<file path="config.mk">
export PLATFORM = sky130hd
export DESIGN_NAME = decoder_scan
export DESIGN_NICKNAME = d
export VERILOG_FILES = /design/src/rtl/decoder_pkg.sv /design/src/rtl/dwell_timer.sv /design/src/rtl/decoder_scan.sv
export SDC_FILE = /design/constraint.sdc
export NUM_CORES = 1
export LEC_CHECK = 0
export CELL_PAD_IN_SITES_DETAIL_PLACEMENT = 1
export CELL_PAD_IN_SITES_GLOBAL_PLACEMENT = 2
export CORE_MARGIN = 1.5
export CORE_UTILIZATION = 40
export CTS_BUF_LIST = sky130_fd_sc_hd__clkbuf_8
export DETAILED_ROUTE_END_ITERATION = 12
export PLACE_DENSITY = 0.95
export SKIP_LAST_GASP = 1
export SLEW_MARGIN = 10
export SYNTH_ARGS = -nofsm -noshare
export SYNTH_HDL_FRONTEND = slang
export SYNTH_HIERARCHICAL = 1
export SYNTH_SLANG_ARGS = --single-unit
</file>
<file path="constraint.sdc">
create_clock -name clk -period 5 [get_ports clk]
set_input_delay 0.75 -clock clk [delete_from_list [all_inputs] [get_ports clk]]
set_output_delay 0.75 -clock clk [all_outputs]
set_load 0.1 [all_outputs]
</file>
<file path="src/rtl/decoder_pkg.sv">
// Shared definitions for the scanning one-hot decoder: mode/direction
// encodings and a width-generic one-hot helper.
package decoder_pkg;

  typedef enum logic {
    MODE_DIRECT = 1'b0,
    MODE_SCAN   = 1'b1
  } mode_e;

  typedef enum logic {
    DIR_UP   = 1'b0,
    DIR_DOWN = 1'b1
  } dir_e;

  // Widest index supported; callers cast the result down to their OUT_W.
  localparam int unsigned MAX_SEL_W = 8;
  localparam int unsigned ONEHOT_W  = 2 ** MAX_SEL_W;

  typedef logic [ONEHOT_W-1:0] onehot_t;

  function automatic onehot_t onehot(input logic [MAX_SEL_W-1:0] i);
    onehot_t v;
    v    = '0;
    v[i] = 1'b1;
    return v;
  endfunction

endpackage

</file>
<file path="src/rtl/dwell_timer.sv">
// Dwell counter: counts 0..DWELL-1 while run is high, pulses tick
// combinationally on the terminal count and wraps to 0.
module dwell_timer #(
  parameter int unsigned DWELL = 50_000_000
) (
  input  logic clk,
  input  logic rst,
  input  logic run,
  input  logic clr,
  output logic tick
);

  localparam logic [31:0] LAST = 32'(DWELL - 1);

  logic [31:0] cnt_q, cnt_d;

  assign tick = run && !clr && (cnt_q == LAST);

  // Next count: clear dominates, otherwise advance and wrap on the terminal count.
  always_comb begin
    cnt_d = cnt_q;
    if (clr) begin
      cnt_d = '0;
    end else if (run) begin
      cnt_d = tick ? '0 : cnt_q + 32'd1;
    end
  end

  // Count register with synchronous reset.
  always_ff @(posedge clk) begin
    if (rst) begin
      cnt_q <= '0;
    end else begin
      cnt_q <= cnt_d;
    end
  end

endmodule

</file>
<file path="src/rtl/decoder_scan.sv">
// One-hot decoder with direct select and timed auto-scan modes.
// All outputs are registered; out always reflects onehot(idx) when enabled.
module decoder_scan
  import decoder_pkg::*;
#(
  parameter int unsigned SEL_W      = 3,
  parameter int unsigned OUT_W      = 2 ** SEL_W,
  parameter int unsigned DWELL      = 50_000_000,
  parameter bit          ACTIVE_LOW = 1'b0
) (
  input  logic             clk,
  input  logic             rst,
  input  logic             en,
  input  logic             mode,
  input  logic             dir,
  input  logic [SEL_W-1:0] sel,
  output logic [OUT_W-1:0] out,
  output logic [SEL_W-1:0] idx,
  output logic             step
);

  logic [SEL_W-1:0] idx_q, idx_d;
  logic [OUT_W-1:0] out_q, out_d;
  logic             step_q, step_d;
  logic             mode_prev_q;
  logic             fresh_q;
  logic             run, clr, tick;

  dwell_timer #(
    .DWELL (DWELL)
  ) u_timer (
    .clk  (clk),
    .rst  (rst),
    .run  (run),
    .clr  (clr),
    .tick (tick)
  );

  // Next index/step and timer control. A scan start (mode rise, or the first
  // enabled cycle after reset) clears the timer without advancing, so the
  // first advance always lands DWELL cycles after the start.
  always_comb begin
    idx_d  = idx_q;
    step_d = 1'b0;
    run    = 1'b0;
    clr    = 1'b0;
    if (en) begin
      if (mode == MODE_DIRECT || mode_prev_q == MODE_DIRECT) begin
        idx_d = sel;
        clr   = 1'b1;
      end else if (fresh_q) begin
        clr   = 1'b1;
      end else begin
        run = 1'b1;
        if (tick) begin
          step_d = 1'b1;
          idx_d  = (dir == DIR_DOWN) ? idx_q - SEL_W'(1) : idx_q + SEL_W'(1);
        end
      end
    end
    out_d = en ? OUT_W'(onehot(MAX_SEL_W'(idx_d))) : '0;
    out_d = out_d ^ {OUT_W{ACTIVE_LOW}};
  end

  // Output and scan state registers; reset dominates everything.
  always_ff @(posedge clk) begin
    if (rst) begin
      idx_q   <= '0;
      step_q  <= 1'b0;
      out_q   <= {OUT_W{ACTIVE_LOW}};
      fresh_q <= 1'b1;
    end else begin
      idx_q  <= idx_d;
      step_q <= step_d;
      out_q  <= out_d;
      if (en) begin
        fresh_q <= 1'b0;
      end
    end
  end

  // Previous-cycle mode for rising-edge detection; tracks mode even in reset
  // so a release with mode held high does not look like a mode rise.
  always_ff @(posedge clk) begin
    mode_prev_q <= mode;
  end

  assign out  = out_q;
  assign idx  = idx_q;
  assign step = step_q;

endmodule
</file>
==> impl_summary.txt, run 1 <==
----------------------------------------------------
[Status]
  Run status ... complete, no violations

[Floorplanning]
  Core area ... 0.005205 sq mm
  Effective utilization at floorplan ... 0.4245
  Row Count ... 26
  Number of ports placed on the die boundary ... 20
  Die Footprint ... roughly 0.006 sq mm
  Die X-Extent ... approximately 77 microns
  Height of the chip ... 77.33 microns

[Clock network]
  Clock tree root buffer cell ... sky130_fd_sc_hd__clkbuf_8
  Worst-case clock buffer depth ... 2
  Cts bufs inserted ... 5
  Clock Latency Late Sink ... 290 ps
  Clock edge transition at the registers on the reported setup and hold paths ... 90 ps
  H-tree levels ... 2
  Clock sinks ... 46
  Cells resized by post-CTS repair ... 0
  Hold buffer count at cts ... 0
  TritonCTS clock tree ... yes
  Buffers inserted by post-CTS timing repair ... 0

[Logic synthesis]
  Number of flops mapped to enable cells by yosys ... 0
  Number of warnings issued by yosys ... 6
  Synthesized area divided by synthesized cell count ... 9.245 sq um
  Ys flop type ... sky130_fd_sc_hd__dfxtp_1
  Number of distinct library cells after synthesis ... 51
  Netlist area before placement ... 0.002210 sq mm
  Proportion of register bits with asynchronous set or reset after synthesis ... 0
  Leading cell type by number of instances after synthesis ... sky130_fd_sc_hd__dfxtp_1
  Sequential share of the synthesized area ... 0.4168
  Top cells by area, synth ... sky130_fd_sc_hd__dfxtp_1 (42%), sky130_fd_sc_hd__xor2_1 (4.4%), sky130_fd_sc_hd__a21oi_1 (4.3%), sky130_fd_sc_hd__o31ai_1 (4.1%), sky130_fd_sc_hd__nor2_1 (3.4%)
  Number of synthesized register bits ... 46
  Post-synth top cells ... sky130_fd_sc_hd__dfxtp_1 (46), sky130_fd_sc_hd__nor2_1 (20), sky130_fd_sc_hd__a21oi_1 (19)
  Yosys top cell area share ... 0.4168
  Synth Net Count ... 249
  Synthesized netlist cell count ... 239
  Post-synth top area cell ... sky130_fd_sc_hd__dfxtp_1

[Placed design]
  Dpl hpwl ... around 3.7 mm
  Placement-stage worst setup slack ... 913.0 ps
  Gp weighted congestion ... roughly 0.83
  Number of port buffers ... 19

[Drt]
  Detailed-routing wirelength on met1 ... 2.340 mm
  Number of DRC markers in iteration 0 ... 75
  Detailed-routed wire length on met2 ... between 2 and 2.5 mm
  Highest signal layer in the routed design ... met4
  Via count ... 1820
  Post-detailed-route wirelength per cell ... ~15 microns
  Antenna violation net count after detailed routing ... 0
  DRC violation count after routing ... 0
  Met3 wirelength from detailed routing ... 102 microns
  Number of optimization iterations in the first detailed-route pass ... 4
  Routed vias/inst ... between 5 and 6
  Detailed Route WL ... 4.985 mm

[Power and ir drop]
  Reported leakage power ... 0.8353 nW
  Power density of the placed cells ... 275.7 mW/mm^2
  Worst ir drop on vdd ... ~0.00018 V

[Cells and area]
  Final-layout fill cell count ... 610
  ANT cells ... 0
  Footprint of the multi-input gates ... 0.001200 sq mm
  Synthesis-to-layout area growth ... 14.72%
  Fraction of the core area covered by cells at the end of the flow ... 0.4870
  Net count of the finished layout ... 266
  Share of final-layout standard cells stronger than drive strength 1 ... 0.1167
  Footprint of the flip-flops and latches ... 920.9 sq um

[Worst setup path]
  CP bufs+invs ... 1
  Worst setup SP type ... primary input
  Master of the slowest instance on the critical path ... sky130_fd_sc_hd__clkdlybuf4s50_1
  Worst EP arrival ... 4030 ps
  Top delay family on crit path ... simple AND/OR/NAND/NOR gates
  Critical Path Fanout Max ... 10
  Endpoint required time on the critical path ... 5220 ps
  Critical path endpoint category ... flip-flop
  Highest cell delay on the worst timing path ... 590 ps
  Sequence of cells on the critical path ... clkdlybuf4s50_1, and2_4, and3_1, and4_1, nand3_4, nor3_1, nor2b_2, a21oi_1, or4_4, nor3_1
  Cell mode on critical path ... sky130_fd_sc_hd__nor3_1
  Kind of critical path ... primary input to flip-flop

[Global route]
  Gr ovfl total ... 0
  Number of global-route vias before repair ... 1909
  First-pass GRT wire length ... between 8 and 9 mm
  Largest net degree at the start of global routing ... 27
  Global Route Usage Sum ... 0.1843
  Antenna violations before repair ... 0

[Timing]
  Final worst clock skew ... just under 8 ps
  Number of failing hold endpoints at the final stage ... 0
  Least-Margin Pin Slew ... 983.9 ps
  Upper clock frequency limit ... 262.6 MHz
  Final critical-path required period ... 3809 ps
  Setup ws final ... 1191 ps
  Worst slew margin ... 0.3420
  Final clock period utilization by the worst path ... 0.7618
  Smallest hold slack ... 503.7 ps
  Total count of max-transition violations in the final report ... 0
  Unrepaired setup endpoints after global routing ... no
  Fin Setup TNS ... 0 ps
  Final setup fails ... 0

[Worst hold path]
  Worst hold path type ... flip-flop to flip-flop

[Flow run]
  Max-cap check violation count ... 0

----------------------------------------------------
-- cell usage in the layout (no fill, tap or decap), types with 2 or more instances in the layout --
cell	instances
sky130_fd_sc_hd__nand3_1	13
sky130_fd_sc_hd__xnor2_1	4
sky130_fd_sc_hd__o31ai_1	12
sky130_fd_sc_hd__nand4_4	2
sky130_fd_sc_hd__nor3_1	10
sky130_fd_sc_hd__a21oi_2	2
sky130_fd_sc_hd__or3_2	2
sky130_fd_sc_hd__and4_1	6
sky130_fd_sc_hd__clkbuf_8	8
sky130_fd_sc_hd__nand2_1	12
sky130_fd_sc_hd__or4_4	3
sky130_fd_sc_hd__clkdlybuf4s50_1	19
sky130_fd_sc_hd__a21oi_1	19
sky130_fd_sc_hd__xor2_1	11
sky130_fd_sc_hd__nor2_1	20
sky130_fd_sc_hd__nor2b_1	2
sky130_fd_sc_hd__dfxtp_1	46
sky130_fd_sc_hd__or4_1	10
sky130_fd_sc_hd__or3_1	4
sky130_fd_sc_hd__o21ai_0	7
sky130_fd_sc_hd__and3_4	2
sky130_fd_sc_hd__nand4_1	5
sky130_fd_sc_hd__and3_1	5
sky130_fd_sc_hd__inv_1	5
sky130_fd_sc_hd__nor4_1	3
-- stage by stage --
stage	std cells	power (mW)	instance area, sq um
2_1_floorplan	239	0.4265	2210
3_3_place_gp	319	0.4460	2425
3_5_place_dp	319	0.4469	2425
4_1_cts	327	0.7082	2535
5_1_grt	327	0.7316	2535
6_report	327	0.6989	2535
-- routing by layer --
| layer | GRT usage | vias to the layer above |
|---|---|---|
| li1 | - | 921 |
| met1 | 0.2328 | 877 |
| met2 | 0.3158 | 17 |
| met3 | 0.03571 | 5 |
| met4 | 0.05455 | 0 |
| met5 | 0 | - |
-- report_power, final --
group	internal [mW]	total [mW]	leakage, nW	switching (mW)
clock	0.140	0.261	0.0575	0.121
sequential	0.370	0.374	0.372	0.00364
combinational	0.0201	0.0644	0.406	0.0443
total	0.530	0.699	0.835	0.169
-- kinds of logic after synthesis --
logic type / count (synthesis) / synth area share
simple gates: 111 / 0.3205
compound gates: 49 / 0.1438
flops: 46 / 0.4168
xor+xnor: 15 / 0.05945
buf+inv: 15 / 0.04020
fa+ha+maj: 2 / 0.01472
mux: 1 / 0.004530
-- path summary, 6_finish.rpt --
check	to	startpoint	slack, ps	cells past startpoint
min	u_timer/cnt_q[31]	u_timer/cnt_q[31]	500	2
max reg2reg	out[0]	mode_prev_q	1830	9
max	out[0]	mode	1190	10
min reg2reg	u_timer/cnt_q[31]	u_timer/cnt_q[31]	500	2
-- registers in the layout (all words and copies together) (netlist names) --
name / flops
step: 1
idx: 3
fresh_q: 1
u_timer/cnt_q: 32
out: 8
mode_prev_q: 1
-- worst register-to-register path: cells and delay by family (launching register included) --
kind,cells,cell delay (ps)
AOI/OAI and AO/OA,1,140
DFF,1,420
and+or+nand+nor,8,2550
-- final cells by class --
class | instances | area share
multi-input combinational | 178 | 0.4733
sequential | 46 | 0.3633
tap | 70 | 0.03455
inverter | 5 | 0.007404
timing repair buffer | 20 | 0.07799
clock buffer | 8 | 0.04344
Note: power is estimated with default switching activity, not from simulation.
==> run 2: changes to the inputs <==
CORE_UTILIZATION = 37   (was 40)
PLACE_DENSITY = 0.9   (was 0.95)
clock period = 3.6 ns   (was 5 ns; I/O delays follow)
==> run 2 against run 1 <==
Against the previous run: critical path depth unchanged; final area up 1.5%; sequential cell count unchanged; worst setup slack worse by 730 ps; register-to-register slack worse by 1100 ps; critical endpoint is now out[1]; largest cell class unchanged.
==> impl_summary.txt, run 2 (synthesized netlist as in run 1, its figures left out) <==
----------------------------------------------------
[Status]
  Run status ... complete, no violations (unchanged)

[Placed design]
  Gp weighted congestion ... 0.8604 (was 0.8297)
  Placement-stage worst setup slack ... 178.1 ps (was 913.0 ps)
  Post-Place Cell Area ... 0.002462 sq mm (was 0.002425 sq mm)
  Number of port buffers ... 19 (unchanged)
  Cell total after placement ... 324 (was 319)
  Dpl hpwl ... 3.735 mm (was 3.741 mm)

[Timing]
  Upper clock frequency limit ... 318.1 MHz
  Number of failing hold endpoints at the final stage ... 0 (unchanged)
  Unrepaired setup endpoints after global routing ... no (unchanged)
  Final clock period utilization by the worst path ... 0.8732
  Smallest hold slack ... 493.3 ps (was 503.7 ps)
  Worst slew margin ... 0.3484 (was 0.3420)
  Fin Setup TNS ... 0 ps (unchanged)
  Final critical-path required period ... approximately 3100 ps
  Total count of max-transition violations in the final report ... 0 (unchanged)
  Setup ws final ... 456.4 ps (was 1191 ps)
  Final setup fails ... 0 (unchanged)
  Least-Margin Pin Slew ... 974.3 ps (was 983.9 ps)
  Final worst clock skew ... 10.39 ps (was 7.841 ps)

[Drt]
  DRC violation count after routing ... 0 (unchanged)
  Number of DRC markers in iteration 0 ... 57 (was 75)
  Number of optimization iterations in the first detailed-route pass ... 4 (unchanged)
  Antenna violation net count after detailed routing ... 0 (unchanged)
  Detailed Route WL ... 4.985 mm (unchanged)
  Routed vias/inst ... 5.557 (was 5.566)
  Via count ... 1845 (was 1820)
  Post-detailed-route wirelength per cell ... 15.02 microns (was 15.24 microns)

[Power and ir drop]
  Fraction of power spent switching nets ... 0.2461 (was 0.2419)
  Net switching power of the design ... 0.2447 mW (was 0.1691 mW)
  Internal ... 0.7494 mW (was 0.5298 mW)
  Portion of total power attributed to combinational logic ... 0.093 (was 0.092)
  Power density of the placed cells ... 386.4 mW/mm^2 (was 275.7 mW/mm^2)
  Fraction of power consumed by the clock network ... 0.385 (was 0.373)
  Power, Total ... 0.9941 mW (was 0.6989 mW)
  Reported leakage power ... 0.8538 nW (was 0.8353 nW)
  Part of the power in registers ... 0.522 (was 0.535)
  Worst ir drop on vdd ... 0.0001761 V (was 0.0001806 V)

[Clock network]
  Cts bufs inserted ... 5 (unchanged)
  Cells resized by post-CTS repair ... 0 (unchanged)
  H-tree levels ... 2 (unchanged)
  TritonCTS clock tree ... yes (unchanged)
  Clock sinks ... 46 (unchanged)
  Worst-case clock buffer depth ... 2 (unchanged)
  Clock Latency Late Sink ... 300 ps (was 290 ps)
  Clock edge transition at the registers on the reported setup and hold paths ... 90 ps (about the same)
  Clock tree root buffer cell ... sky130_fd_sc_hd__clkbuf_8 (unchanged)
  Hold buffer count at cts ... 0 (unchanged)
  Buffers inserted by post-CTS timing repair ... 0 (unchanged)

[Worst setup path]
  Worst setup SP type ... primary input (unchanged)
  Kind of critical path ... primary input to flip-flop (unchanged)
  Critical path endpoint category ... flip-flop (unchanged)
  Launch point of the worst reg-to-reg path ... mode_prev_q (unchanged)
  Worst EP arrival ... 3370 ps (was 4030 ps)
  Reg-to-reg setup timing slack ... 730 ps (was 1830 ps)
  Worst reg2reg path endpoint ... out[1] (was out[0])
  End point of the critical path ... out[1] (was out[0])
  Endpoint required time on the critical path ... 3830 ps (was 5220 ps)
  FF-to-FF path depth ... 9 (unchanged)
  Critical Path Fanout Max ... 10 (unchanged)
  Worst Setup SP ... mode (unchanged)

[Cells and area]
  Number of flip-flops in the largest register ... 32 (unchanged)
  Most common library cell in the layout ignoring fill and taps ... sky130_fd_sc_hd__dfxtp_1 (unchanged)
  Register with the highest flop count ... u_timer/cnt_q (unchanged)
  Share of final-layout standard cells stronger than drive strength 1 ... 0.1231 (was 0.1167)
  Finished Layout Cells ... 332 (was 327)
  Net count of the finished layout ... 269 (was 266)
  Final instance area ... 0.002572 sq mm (was 0.002535 sq mm)
  Fraction of the core area covered by cells at the end of the flow ... 0.4560 (was 0.4870)
  ANT cells ... 0 (unchanged)
  Synthesis-to-layout area growth ... 16.42% (was 14.72%)
  Leading cell types in the layout, fill and taps excluded ... sky130_fd_sc_hd__dfxtp_1 (46), sky130_fd_sc_hd__nor2_1 (20), sky130_fd_sc_hd__a21oi_1 (19), sky130_fd_sc_hd__clkdlybuf4s50_1 (19), sky130_fd_sc_hd__nand3_1 (13) (unchanged)

[Global route]
  Largest net degree at the start of global routing ... 22 (was 27)
  First-pass GRT wire length ... 8.673 mm (was 8.873 mm)
  Antenna violations before repair ... 0 (unchanged)
  Global Route Usage Sum ... 0.1740 (was 0.1843)
  Gr ovfl total ... 0 (unchanged)
  Number of global-route vias before repair ... 1822 (was 1909)

[Floorplanning]
  Die Footprint ... 0.006445 sq mm (was 0.005979 sq mm)
  Effective utilization at floorplan ... 0.3917 (was 0.4245)
  Core area ... 0.005642 sq mm (was 0.005205 sq mm)
  Number of ports placed on the die boundary ... 20 (unchanged)
  Row Count ... 27 (was 26)
  Height of the chip ... 80.28 microns (was 77.33 microns)
  Die X-Extent ... 80.28 microns (was 77.33 microns)

[Worst hold path]
  Worst hold path type ... flip-flop to flip-flop (unchanged)

[Flow run]
  Max-cap check violation count ... 0 (unchanged)

----------------------------------------------------
## run 2: final cells by class
cell class                      count  area, sq um
Timing Repair Buffer               23        232.7
Clock buffer                        5        68.82
Inverter                            5        18.77
Tap cell                           72        90.09
Sequential cell                    46        920.9
Multi-Input combinational cell    178         1200
Clock inverter                      3        41.29
Fill cell                         657         3069
## run 2: layer usage
layer | up-vias | GRT usage | share of wire | wire length (microns)
li1 | 923 | - | - | -
met1 | 900 | 0.2260 | 0.48 | 2412
met2 | 17 | 0.2756 | 0.48 | 2374
met3 | 5 | 0.04091 | 0.025 | 123
met4 | 0 | 0.07069 | 0.015 | 75
met5 | - | 0 | 0 | 0
## run 2: worst min path at each step
stage,startpoint,slack (ps),to,cells after the start
after global placement,u_timer/cnt_q[23],470,u_timer/cnt_q[23],2
final,u_timer/cnt_q[31],490,u_timer/cnt_q[31],2
after CTS,u_timer/cnt_q[31],500,u_timer/cnt_q[31],2
after detailed placement,u_timer/cnt_q[31],480,u_timer/cnt_q[31],2
after global routing,u_timer/cnt_q[23],520,u_timer/cnt_q[23],2
after floorplan,u_timer/cnt_q[23],450,u_timer/cnt_q[23],2
## run 2: power groups by stage
| stage | clock network, mW | logic (mW) | registers, mW |
|---|---|---|---|
| floorplan | 0 | 0.0327 | 0.560 |
| global placement | 0 | 0.0925 | 0.531 |
| detailed placement | 0 | 0.0924 | 0.531 |
| CTS | 0.398 | 0.0928 | 0.519 |
| global route | 0.421 | 0.0983 | 0.520 |
| finish | 0.383 | 0.0920 | 0.519 |
## run 2: worst max-delay path: stages
cell and delay, ps:
sky130_fd_sc_hd__clkdlybuf4s50_1 480, sky130_fd_sc_hd__and2_4 170, sky130_fd_sc_hd__and3_1 270, sky130_fd_sc_hd__and4_1 280, sky130_fd_sc_hd__nand3_4 150, sky130_fd_sc_hd__nor3_1 310
sky130_fd_sc_hd__nor2b_2 280, sky130_fd_sc_hd__a21oi_1 130, sky130_fd_sc_hd__or4_4 570, sky130_fd_sc_hd__nor3_1 190
==> run 3: changes to the inputs <==
CORE_UTILIZATION = 35   (was 37)
CTS_BUF_LIST = default   (was sky130_fd_sc_hd__clkbuf_8)
PLACE_DENSITY = 0.86   (was 0.9)
==> run 3 against run 2 <==
Against the previous run: power down 5.1%; critical path type unchanged; combinational power about the same; hold slack worse by 8.9 ps; worst setup slack better by 43 ps; critical endpoint is now out[2]; global-route usage down 0.41 points; largest power group unchanged; register-to-register slack better by 20 ps; fmax up 1.4%; clock-buffer cell count up 2; highest routed layer unchanged; cell count up 1.5%.
==> impl_summary.txt, run 3 (synthesized netlist as in run 1, its figures left out) <==
----------------------------------------------------
[Global route]
  First-pass GRT wire length ... 8.901 mm (was 8.673 mm)
  Gr ovfl total ... 0 (unchanged)
  Largest net degree at the start of global routing ... 22 (unchanged)
  Global Route Usage Sum ... 0.1698 (was 0.1740)
  Number of global-route vias before repair ... 1894 (was 1822)
  Antenna violations before repair ... 0 (unchanged)

[Drt]
  Via count ... 1827 (was 1845)
  Number of optimization iterations in the first detailed-route pass ... 4 (unchanged)
  Number of DRC markers in iteration 0 ... 63 (was 57)
  Post-detailed-route wirelength per cell ... 15.37 microns (was 15.02 microns)
  Routed vias/inst ... 5.421 (was 5.557)
  Antenna violation net count after detailed routing ... 0 (unchanged)
  Detailed Route WL ... 5.181 mm (was 4.985 mm)
  DRC violation count after routing ... 0 (unchanged)

[Clock network]
  Buffers inserted by post-CTS timing repair ... 0 (unchanged)
  H-tree levels ... 2 (unchanged)
  Clock edge transition at the registers on the reported setup and hold paths ... 90 ps (about the same)
  TritonCTS clock tree ... yes (unchanged)
  Clock tree root buffer cell ... sky130_fd_sc_hd__clkbuf_8 (unchanged)
  Clock sinks ... 46 (unchanged)
  Cts bufs inserted ... 5 (unchanged)
  Worst-case clock buffer depth ... 2 (unchanged)
  Clock Latency Late Sink ... 300 ps (about the same)
  Hold buffer count at cts ... 0 (unchanged)
  Cells resized by post-CTS repair ... 0 (unchanged)

[Timing]
  Unrepaired setup endpoints after global routing ... no (unchanged)
  Final critical-path required period ... 3101 ps (was 3144 ps)
  Worst slew margin ... 0.3412 (was 0.3484)
  Fin Setup TNS ... 0 ps (unchanged)
  Total count of max-transition violations in the final report ... 0 (unchanged)
  Final clock period utilization by the worst path ... 0.8613 (was 0.8732)
  Number of failing hold endpoints at the final stage ... 0 (unchanged)
  Final worst clock skew ... 11.02 ps (was 10.39 ps)
  Smallest hold slack ... 484.4 ps (was 493.3 ps)
  Least-Margin Pin Slew ... 985.2 ps (was 974.3 ps)
  Final setup fails ... 0 (unchanged)
  Upper clock frequency limit ... 322.5 MHz (was 318.1 MHz)

[Cells and area]
  ANT cells ... 0 (unchanged)
  Synthesis-to-layout area growth ... 15.86% (was 16.42%)
  Leading cell types in the layout, fill and taps excluded ... sky130_fd_sc_hd__dfxtp_1 (46), sky130_fd_sc_hd__nor2_1 (20), sky130_fd_sc_hd__a21oi_1 (19), sky130_fd_sc_hd__clkdlybuf4s50_1 (19), sky130_fd_sc_hd__nand3_1 (13) (unchanged)
  Share of final-layout standard cells stronger than drive strength 1 ... 0.1298 (was 0.1231)
  Final-layout fill cell count ... 712 (was 657)
  Number of flip-flops in the largest register ... 32 (unchanged)
  Most common library cell in the layout ignoring fill and taps ... sky130_fd_sc_hd__dfxtp_1 (unchanged)
  Register with the highest flop count ... u_timer/cnt_q (unchanged)
  Net count of the finished layout ... 271 (was 269)

[Placed design]
  Gp weighted congestion ... 0.7639 (was 0.8604)
  Dpl hpwl ... 3.852 mm (was 3.735 mm)
  Number of port buffers ... 19 (unchanged)

[Power and ir drop]
  Reported leakage power ... 0.8510 nW (was 0.8538 nW)
  Worst ir drop on vdd ... 0.0001979 V (was 0.0001761 V)
  Power, Total ... 0.9430 mW (was 0.9941 mW)
  Power density of the placed cells ... 368.4 mW/mm^2 (was 386.4 mW/mm^2)

[Worst hold path]
  Worst hold path type ... flip-flop to flip-flop (unchanged)

[Floorplanning]
  Core area ... 0.005991 sq mm (was 0.005642 sq mm)
  Height of the chip ... 82.46 microns (was 80.28 microns)
  Die Footprint ... 0.006799 sq mm (was 0.006445 sq mm)
  Effective utilization at floorplan ... 0.3688 (was 0.3917)
  Number of ports placed on the die boundary ... 20 (unchanged)
  Die X-Extent ... 82.46 microns (was 80.28 microns)
  Row Count ... 28 (was 27)

[Worst setup path]
  Critical path endpoint category ... flip-flop (unchanged)
  Worst EP arrival ... 3310 ps (was 3370 ps)
  Endpoint required time on the critical path ... 3810 ps (was 3830 ps)
  Kind of critical path ... primary input to flip-flop (unchanged)
  Worst setup SP type ... primary input (unchanged)
  Critical Path Fanout Max ... 10 (unchanged)

[Flow run]
  Max-cap check violation count ... 0 (unchanged)

[Status]
  Run status ... complete, no violations (unchanged)

----------------------------------------------------
run 3: changes by cell type in the layout (fill, tap and decap cells not counted), sizes merged:
| cell | change |
|---|---|
| bufinv | -1 |
| buf | +2 |
| clkinv | +1 |
| clkbuf | +2 |
| clkinvlp | -1 |
| inv | -1 |
run 3: power breakdown:
group / internal (mW) / switching (mW)
Clock: 0.155 / 0.177
Combinational: 0.0304 / 0.0616
Sequential: 0.514 / 0.00483
run 3: worst paths after layout:
check	from	end	slack [ps]	cells after the start
worst max-delay path	mode	out[2]	500	10
worst min-delay path	u_timer/cnt_q[31]	u_timer/cnt_q[31]	480	2
worst max register to register	mode_prev_q	out[2]	750	9
worst min register to register	u_timer/cnt_q[31]	u_timer/cnt_q[31]	480	2
run 3: layer usage:
metal | up-vias | routed length [microns] | global-route usage
li1 | 923 | - | -
met1 | 886 | 2566 | 0.2192
met2 | 13 | 2455 | 0.2821
met3 | 5 | 96 | 0.03626
met4 | 0 | 63 | 0.05085
met5 | - | 0 | 0
run 3: per-stage QoR:
step | utilization | cell area [sq um] | cells | setup WS [ps]
6_report | 0.4273 | 2560 | 337 | 499.4
3_5_place_dp | 0.4121 | 2469 | 329 | 208.8
2_1_floorplan | - | 2210 | 239 | 739.2
5_1_grt | 0.4273 | 2560 | 337 | 350.2
4_1_cts | 0.4273 | 2560 | 337 | 510.4
3_3_place_gp | 0.4121 | 2469 | 329 | 409.4
run 3: critical path, cell delays in order:
cell	delay (ps)
sky130_fd_sc_hd__clkdlybuf4s50_1	480
sky130_fd_sc_hd__and2_4	180
sky130_fd_sc_hd__and3_1	170
sky130_fd_sc_hd__and4_1	260
sky130_fd_sc_hd__nand3_4	160
sky130_fd_sc_hd__nor3_1	270
sky130_fd_sc_hd__nor2b_2	290
sky130_fd_sc_hd__a21oi_1	140
sky130_fd_sc_hd__or4_4	580
sky130_fd_sc_hd__nor3_1	240
run 3: layout make-up:
type / count / area, sq um / share of cell area
inverters: 5 / 18.77 / 0.007331
multi-input cells: 178 / 1200 / 0.4687
repair buffers: 25 / 235.2 / 0.09189
well taps: 75 / 93.84 / 0.03666
flip-flops and latches: 46 / 920.9 / 0.3597
clock inverters: 1 / 5.005 / 0.001955
clock buffers: 7 / 86.33 / 0.03372
